[config.mk]
export PLATFORM = sky130hd
export DESIGN_NAME = uart_rx_ctrl_flat
export DESIGN_NICKNAME = d
export VERILOG_FILES = /design/src/rtl/uart_rx_ctrl_if.sv /design/src/rtl/uart_rx_ctrl.sv /design/src/flat_wrapper.sv
export SDC_FILE = /design/constraint.sdc
export NUM_CORES = 1
export LEC_CHECK = 0
export BUFFER_PORTS_ARGS = -buffer_cell sky130_fd_sc_hd__clkbuf_2
export CAP_MARGIN = 20
export CORE_ASPECT_RATIO = 1.2
export CORE_MARGIN = 2
export CORE_UTILIZATION = 57
export CTS_CLUSTER_SIZE = 20
export DETAILED_ROUTE_END_ITERATION = 10
export PLACE_DENSITY = 0.77
export SYNTH_ARGS = -nofsm -noshare
export SYNTH_HDL_FRONTEND = slang
export SYNTH_SLANG_ARGS = --single-unit
[constraint.sdc]
create_clock -name clk -period 3.1 [get_ports clk]
set_clock_uncertainty 0.2 [all_clocks]
set_input_delay 0 -clock clk [delete_from_list [all_inputs] [get_ports clk]]
set_output_delay 0 -clock clk [all_outputs]
set_load 0.03 [all_outputs]
[src/rtl/uart_rx_ctrl_if.sv]
// Receive-side handshake bundle between the UART RX sequencer and its consumer.
// The slave modport belongs to the sequencer; the master modport belongs to the line driver and consumer.
interface uart_rx_ctrl_if #(
    parameter int unsigned BIT_WIDTH = 8
);
    logic                 rx;
    logic                 ready;
    logic [BIT_WIDTH-1:0] rx_byte;
    logic                 valid;
    logic                 frame_err;
    logic                 overrun;
    logic                 busy;

    modport master (
        output rx,
        output ready,
        input  rx_byte,
        input  valid,
        input  frame_err,
        input  overrun,
        input  busy
    );

    modport slave (
        input  rx,
        input  ready,
        output rx_byte,
        output valid,
        output frame_err,
        output overrun,
        output busy
    );
endinterface

[src/rtl/uart_rx_ctrl.sv]
// UART receive sequencer: synchronises rx, times mid-bit sampling, and hands good frames
// to the consumer through a one-entry valid/ready holding register.
module uart_rx_ctrl #(
    parameter int unsigned CLOCK_BAUD_RATIO = 400,
    parameter int unsigned BIT_WIDTH        = 8
) (
    input  logic          clk,
    input  logic          rst,
    uart_rx_ctrl_if.slave bus_io
);
    localparam int unsigned Half = CLOCK_BAUD_RATIO / 2;
    localparam int unsigned CntW = $clog2(CLOCK_BAUD_RATIO);
    localparam int unsigned IdxW = (BIT_WIDTH > 1) ? $clog2(BIT_WIDTH) : 1;
    localparam logic [CntW-1:0] CntHalf = CntW'(Half - 1);
    localparam logic [CntW-1:0] CntLast = CntW'(CLOCK_BAUD_RATIO - 1);
    localparam logic [IdxW-1:0] IdxLast = IdxW'(BIT_WIDTH - 1);

    typedef enum logic [2:0] {StIdle, StStart, StData, StStop, StBreak} state_e;

    state_e               state_q;
    logic [1:0]           sync_q;
    logic [CntW-1:0]      cnt_q;
    logic [IdxW-1:0]      idx_q;
    logic [BIT_WIDTH-1:0] shift_q;
    logic [BIT_WIDTH-1:0] rx_byte_q;
    logic                 valid_q;
    logic                 frame_err_q;
    logic                 overrun_q;

    logic                 rx_s;
    logic [CntW-1:0]      cnt_inc;
    logic [BIT_WIDTH-1:0] shift_d;

    assign rx_s    = sync_q[1];
    assign cnt_inc = cnt_q + CntW'(1);

    // Right shift with the new bit entering at the MSB, so the first bit lands in bit 0.
    always_comb begin
        shift_d              = shift_q >> 1;
        shift_d[BIT_WIDTH-1] = rx_s;
    end

    always_ff @(posedge clk or negedge rst) begin
        if (!rst) begin
            state_q     <= StIdle;
            sync_q      <= 2'b11;
            cnt_q       <= '0;
            idx_q       <= '0;
            shift_q     <= '0;
            rx_byte_q   <= '0;
            valid_q     <= 1'b0;
            frame_err_q <= 1'b0;
            overrun_q   <= 1'b0;
        end else begin
            sync_q      <= {sync_q[0], bus_io.rx};
            frame_err_q <= 1'b0;
            overrun_q   <= 1'b0;
            if (valid_q && bus_io.ready) begin
                valid_q <= 1'b0;
            end
            case (state_q)
                StIdle: begin
                    if (!rx_s) begin
                        state_q <= StStart;
                        cnt_q   <= '0;
                    end
                end
                StStart: begin
                    if (cnt_q == CntHalf) begin
                        cnt_q   <= '0;
                        idx_q   <= '0;
                        state_q <= rx_s ? StIdle : StData;
                    end else begin
                        cnt_q <= cnt_inc;
                    end
                end
                StData: begin
                    if (cnt_q == CntLast) begin
                        cnt_q   <= '0;
                        shift_q <= shift_d;
                        idx_q   <= idx_q + IdxW'(1);
                        if (idx_q == IdxLast) begin
                            state_q <= StStop;
                        end
                    end else begin
                        cnt_q <= cnt_inc;
                    end
                end
                StStop: begin
                    if (cnt_q == CntLast) begin
                        cnt_q <= '0;
                        if (rx_s) begin
                            state_q <= StIdle;
                            // Delivery overrides the consume above when both happen on this edge.
                            if (!valid_q || bus_io.ready) begin
                                rx_byte_q <= shift_q;
                                valid_q   <= 1'b1;
                            end else begin
                                overrun_q <= 1'b1;
                            end
                        end else begin
                            frame_err_q <= 1'b1;
                            state_q     <= StBreak;
                        end
                    end else begin
                        cnt_q <= cnt_inc;
                    end
                end
                StBreak: begin
                    if (rx_s) begin
                        state_q <= StIdle;
                    end
                end
                default: state_q <= StIdle;
            endcase
        end
    end

    assign bus_io.rx_byte   = rx_byte_q;
    assign bus_io.valid     = valid_q;
    assign bus_io.frame_err = frame_err_q;
    assign bus_io.overrun   = overrun_q;
    assign bus_io.busy      = (state_q != StIdle);
endmodule
[src/flat_wrapper.sv]
// flat-port wrapper written by rule: the top's interface ports become plain ports
module uart_rx_ctrl_flat 
#(
    parameter int unsigned CLOCK_BAUD_RATIO = 400,
    parameter int unsigned BIT_WIDTH        = 8
)
  (clk, rst, bus_io_rx, bus_io_ready, bus_io_rx_byte, bus_io_valid, bus_io_frame_err, bus_io_overrun, bus_io_busy);
  uart_rx_ctrl_if #(.BIT_WIDTH(BIT_WIDTH)) bus_io_i ();
  input  logic clk;
  input  logic rst;
  input wire logic [$bits(bus_io_i.rx)-1:0] bus_io_rx;
  input wire logic [$bits(bus_io_i.ready)-1:0] bus_io_ready;
  output wire logic [$bits(bus_io_i.rx_byte)-1:0] bus_io_rx_byte;
  output wire logic [$bits(bus_io_i.valid)-1:0] bus_io_valid;
  output wire logic [$bits(bus_io_i.frame_err)-1:0] bus_io_frame_err;
  output wire logic [$bits(bus_io_i.overrun)-1:0] bus_io_overrun;
  output wire logic [$bits(bus_io_i.busy)-1:0] bus_io_busy;
  assign bus_io_i.rx = bus_io_rx;
  assign bus_io_i.ready = bus_io_ready;
  assign bus_io_rx_byte = bus_io_i.rx_byte;
  assign bus_io_valid = bus_io_i.valid;
  assign bus_io_frame_err = bus_io_i.frame_err;
  assign bus_io_overrun = bus_io_i.overrun;
  assign bus_io_busy = bus_io_i.busy;
  uart_rx_ctrl #(.CLOCK_BAUD_RATIO(CLOCK_BAUD_RATIO), .BIT_WIDTH(BIT_WIDTH)) u_core (.clk(clk), .rst(rst), .bus_io(bus_io_i));
endmodule
# == Word-level counts from Yosys, hierarchy flattened ==
# Index checks and enable logic that the tools add are counted.
# Widths: inputs -> output; s select.
# totals
register_bits,36
in_bits,4
output_inout_bits,12
word_cells,65
# op_classes
addsub,2
n_eq_ne,13
muxes,28
n_reduce_logical,13
# op_table
cell,n
$mux 3,9
$mux 9,3
$pmux 9 s3,1
$pmux 3 s5,1
$mux 1,12
$ne 2x1->1 const B,5
$add 9x1->9 const B,1
$eq 9x8->1 const B,1
$eq 9x9->1 const B,1
$eq 3x2->1 const B,2
$eq 3x3->1 const B,2
$pmux 3 s2,1
$reduce_and 6->1,1
$reduce_bool 3->1,2
$reduce_and 2->1,2
$reduce_and 4->1,1
$add 3x1->3 const B,1
$eq 3x1->1 const B,1
$logic_not 3->1,1
$reduce_and 3->1,1
$mux 2,1
$ne 2x2->1 const B,1
$reduce_bool 2->1,1
$reduce_or 2->1,1
other kinds (3),3

# == Depth between registers and ports, before layout ==
# depth
depth_word,6
mapped_depth,7
depth_no_buf,6

# == Least setup slack after synthesis ==
# OpenSTA, ideal clock, no wires.
# synth_path
path_type,register to register
startpoint,register u_core.cnt_q[0]
endpoint,register u_core.rx_byte_q[0] (netlist: u_core.bus_io.rx_byte[0])
setup_ps,125
arrival_ps,2027
t_required_ps,2775
path_slack_ps,748
stages_incl_launch_ff,6
path_buffers,0
synth_period_minus_slack_ps,2352
path_cell_list,dfrtp_1 ha_1 nand4b_4 or4_4 nor4b_4 mux2_2
# synth_via
elab_chain_cells,2
# synth_lines
element,line,rtl
"start, declared",uart_rx_ctrl.sv:22,logic [CntW-1:0] cnt_q;
"start signal, assigned",uart_rx_ctrl.sv:74,cnt_q <= cnt_inc;
"start signal, assigned",uart_rx_ctrl.sv:86,cnt_q <= cnt_inc;
"start signal, assigned",uart_rx_ctrl.sv:106,cnt_q <= cnt_inc;
$eq 9x9->1,uart_rx_ctrl.sv:90,if (cnt_q == CntLast) begin
$reduce_and 4->1 (no line),-,
"end signal, assigned",uart_rx_ctrl.sv:96,rx_byte_q <= shift_q;
"end, declared",uart_rx_ctrl.sv:25,logic [BIT_WIDTH-1:0] rx_byte_q;
# Every way passes these cells.
# A chain may end at the register's enable or synchronous reset.

# == Final worst setup path ==
# layout_path
startpoint,register u_core.cnt_q[0]
endpoint,register u_core.cnt_q[5]
# layout_via
elab_chain_cells,3
word_cells_on_any_way,6
classes_between,add/sub: 1; eq/ne: 2; mux: 3
# layout_lines
element,line,rtl
$add 9x1->9 (tied with other cells),uart_rx_ctrl.sv:35,assign cnt_inc = cnt_q + CntW'(1);
"$mux 9, on equally long branches","uart_rx_ctrl.sv:78, uart_rx_ctrl.sv:90, uart_rx_ctrl.sv:69",
$pmux 9 s3 *,uart_rx_ctrl.sv:61,case (state_q)
# Mark *: on every way between the ends. The rest lies on a longest branch, timed or not.

==> flow_summary.yaml <==
run_status:
  status: "completed"
final_layout:
  seq_area_um2: 903
  drive_gt1_frac: 0.246
  fillers: 222
  nets: 181
  multi_input_area_um2: 701
  antenna_cells: 0
  final_cells: 209
  syn2layout_area_growth_pct: 13.2
critical_path:
  critical_path.slowest_cell: "a21oi_1"
  crit_start: "u_core.cnt_q[0]"
  critPathRequiredTime_ns: 3.11
  crit_chain: "ha_1 > nand4b_4 > o41ai_1 > a21oi_1 > nand2b_1 > o311ai_0"
  slowest_delay_ns: 0.59
  r2r-start: "u_core.cnt_q[0]"
  critPathCaptureType: "register"
  cp_max_fo: 9
  arrival_ns: 2.64
  worstSetupPathType: "reg2reg"
  startpoint_type: "register"
clocking:
  cts_buffers: 5
  clk_pin_slew_ns: 0.10
  cts.sink_count: 36
  cts_tree: "built"
  cts_resized: 0
  clkLatencyLatePin_ns: 0.33
  cts_max_level: 2
  holdBufCountCts: 3
  root_buffer: "clkbuf_4"
  clockBufferDepth: 2
  cts_setup_buffers: 0
global_routing:
  use_met3: 0.0574
  grt_usage: 0.214
  grt_pass1_vias: 1202
  grt_max_degree: 37
  met1_usage: 0.252
  grt-busiest-layer: "met2"
  antenna_found_initial: 0
  met2_usage: 0.367
  grt-ovfl-total: 0
  grt_pass1_wl_mm: 5.32
timing:
  finalSetupViolations: 0
  rsz0062_at_grt: "false"
  fmaxAchievable_mhz: 381
  final-hold-violation-count: 0
  tightestPinTransition_ns: 0.881
  relSlewSlack: 0.413
  final_max_slew_viol_count: 0
  period_minus_slack_ns: 2.62
  fin_crit_sh: 0.846
  setup-tns-final_ns: 0
die:
  start_util: 0.593
  fp-row-count: 21
  die_h_um: 63.0
  io_pins: 16
  die-area_um2: 3350
  coreArea_um2: 2790
  die-width_um: 53.1
drt:
  vias: 1229
  firstDrtPassIters: 4
  wl_per_cell_um: 14.5
  wirelength_mm: 3.02
  ant_nets: 0
  drt_iter0_markers: 19
  vias_per_cell: 5.88
  drcViolationCount: 0
synth:
  synth_edf_count: 0
  synth.top_cell.area_share: 0.515
  synth_area_per_cell_um2: 10.6
  ys_seq_elements: 36
  yosysWarnings: 0
  syn_nets: 163
  syn_area_um2: 1650
  yosysTopAreaCell: "dfrtp_1"
  synth.distinct_cells: 36
  synthCells: 156
  synth.most_common_cell: "nand2_1"
  seq_area_frac_synth: 0.547
  synth-main-ff-cell: "dfrtp_1"
  yosys-top-cells-area: "dfrtp_1 (52%), nand2_1 (8.4%), mux2_2 (6.1%), dfstp_2 (3.2%), o311ai_0 (3.2%)"
  synth_commonest_cells: "nand2_1 (37), dfrtp_1 (34), mux2_2 (9), nand3_1 (9), o311ai_0 (6)"
  synth-async-reset-ratio: 1.00
job:
  maxCapViolations: 0
placement:
  io_buffer_count: 15
  post-dp-hpwl_mm: 2.14
  dp_cells: 198
  place.gp.congestion: 0.833
power:
  p_per_area_nw_per_um2: 455
  irDropWorstVdd_uv: 322
  p_leak_nw: 0.934
min_path:
  min-delay-start: "bus_io_rx"
  hold_class: "in2reg"
==> critical path, delay by kind of cell (launching register included) <==
family	cells	cell delay, ns
and+or+nand+nor	2	0.48
AOI/OAI and AO/OA	3	1.12
DFF	1	0.43
adders and majority gates	1	0.27
==> placed cells by master (no fill, tap or decap), types with 4 or more instances in the layout <==
cell type	count
nand2_1	37
dfrtp_1	34
clkbuf_2	15
mux2_2	9
nand3_1	9
o311ai_0	6
nor2_1	5
clkbuf_4	5
nor3_1	4
inv_1	4
a21oi_1	4
==> sequential cells by signal, indices dropped and copies added, names as in the netlist <==
register                 count
u_core.state_q               3
u_core.bus_io.overrun        1
u_core.shift_q               8
u_core.idx_q                 3
u_core.cnt_q                 9
u_core.bus_io.frame_err      1
u_core.bus_io.rx_byte        8
u_core.sync_q                2
u_core.bus_io.valid          1
==> stage by stage <==
| stage | total power [mW] | util | cell area [µm²] | setup slack, ns | hold slack [ns] |
|---|---|---|---|---|---|
| floorplan | 0.483 | - | 1650 | 0.748 | -0.496 |
| global placement | 0.494 | 0.626 | 1740 | 0.613 | -0.113 |
| detailed placement | 0.495 | 0.626 | 1740 | 0.488 | -0.109 |
| CTS | 0.861 | 0.671 | 1870 | 0.449 | 0.0848 |
| global route | 0.886 | 0.671 | 1870 | 0.203 | 0.0863 |
| finish | 0.851 | 0.671 | 1870 | 0.476 | 0.0940 |
==> routing by layer <==
metal	up-vias	share of wire
li1	592	-
met1	614	0.43
met2	18	0.52
met3	5	0.032
met4	0	0.014
met5	-	0
==> path summary, 6_finish.rpt <==
path,to,slack [ns],cells after the start
min in group asynchronous,u_core.bus_io.rx_byte[0],0.11,2
worst max register to register,u_core.cnt_q[5],0.48,6
max in group asynchronous,u_core.idx_q[0],2.04,2
worst min-delay path,u_core.sync_q[0],0.09,2
worst min register to register,u_core.sync_q[1],0.16,0
worst max-delay path,u_core.cnt_q[5],0.48,6
==> area by class of cell <==
type,instances,share of cell area
Inverter,4,0.00803
Tap cell,34,0.0228
Multi-Input combinational cell,108,0.375
Clock inverter,1,0.0161
Clock buffer,7,0.0348
Timing Repair Buffer,19,0.0602
Sequential cell,36,0.483
==> cells by family after synthesis <==
family | share of synthesized area
flip-flops | 0.547
adder cells (fa/ha/maj) | 0.0227
AND/OR/NAND/NOR | 0.248
AO/OA/AOI/OAI | 0.0924
multiplexers | 0.0614
buffers and inverters | 0.0288
==> power by group <==
part,total (mW),internal [mW],switching (mW)
registers,0.473,0.472,0.00170
clock network,0.363,0.214,0.149
logic,0.0147,0.00450,0.0102
(Power assumes the default switching activity.)
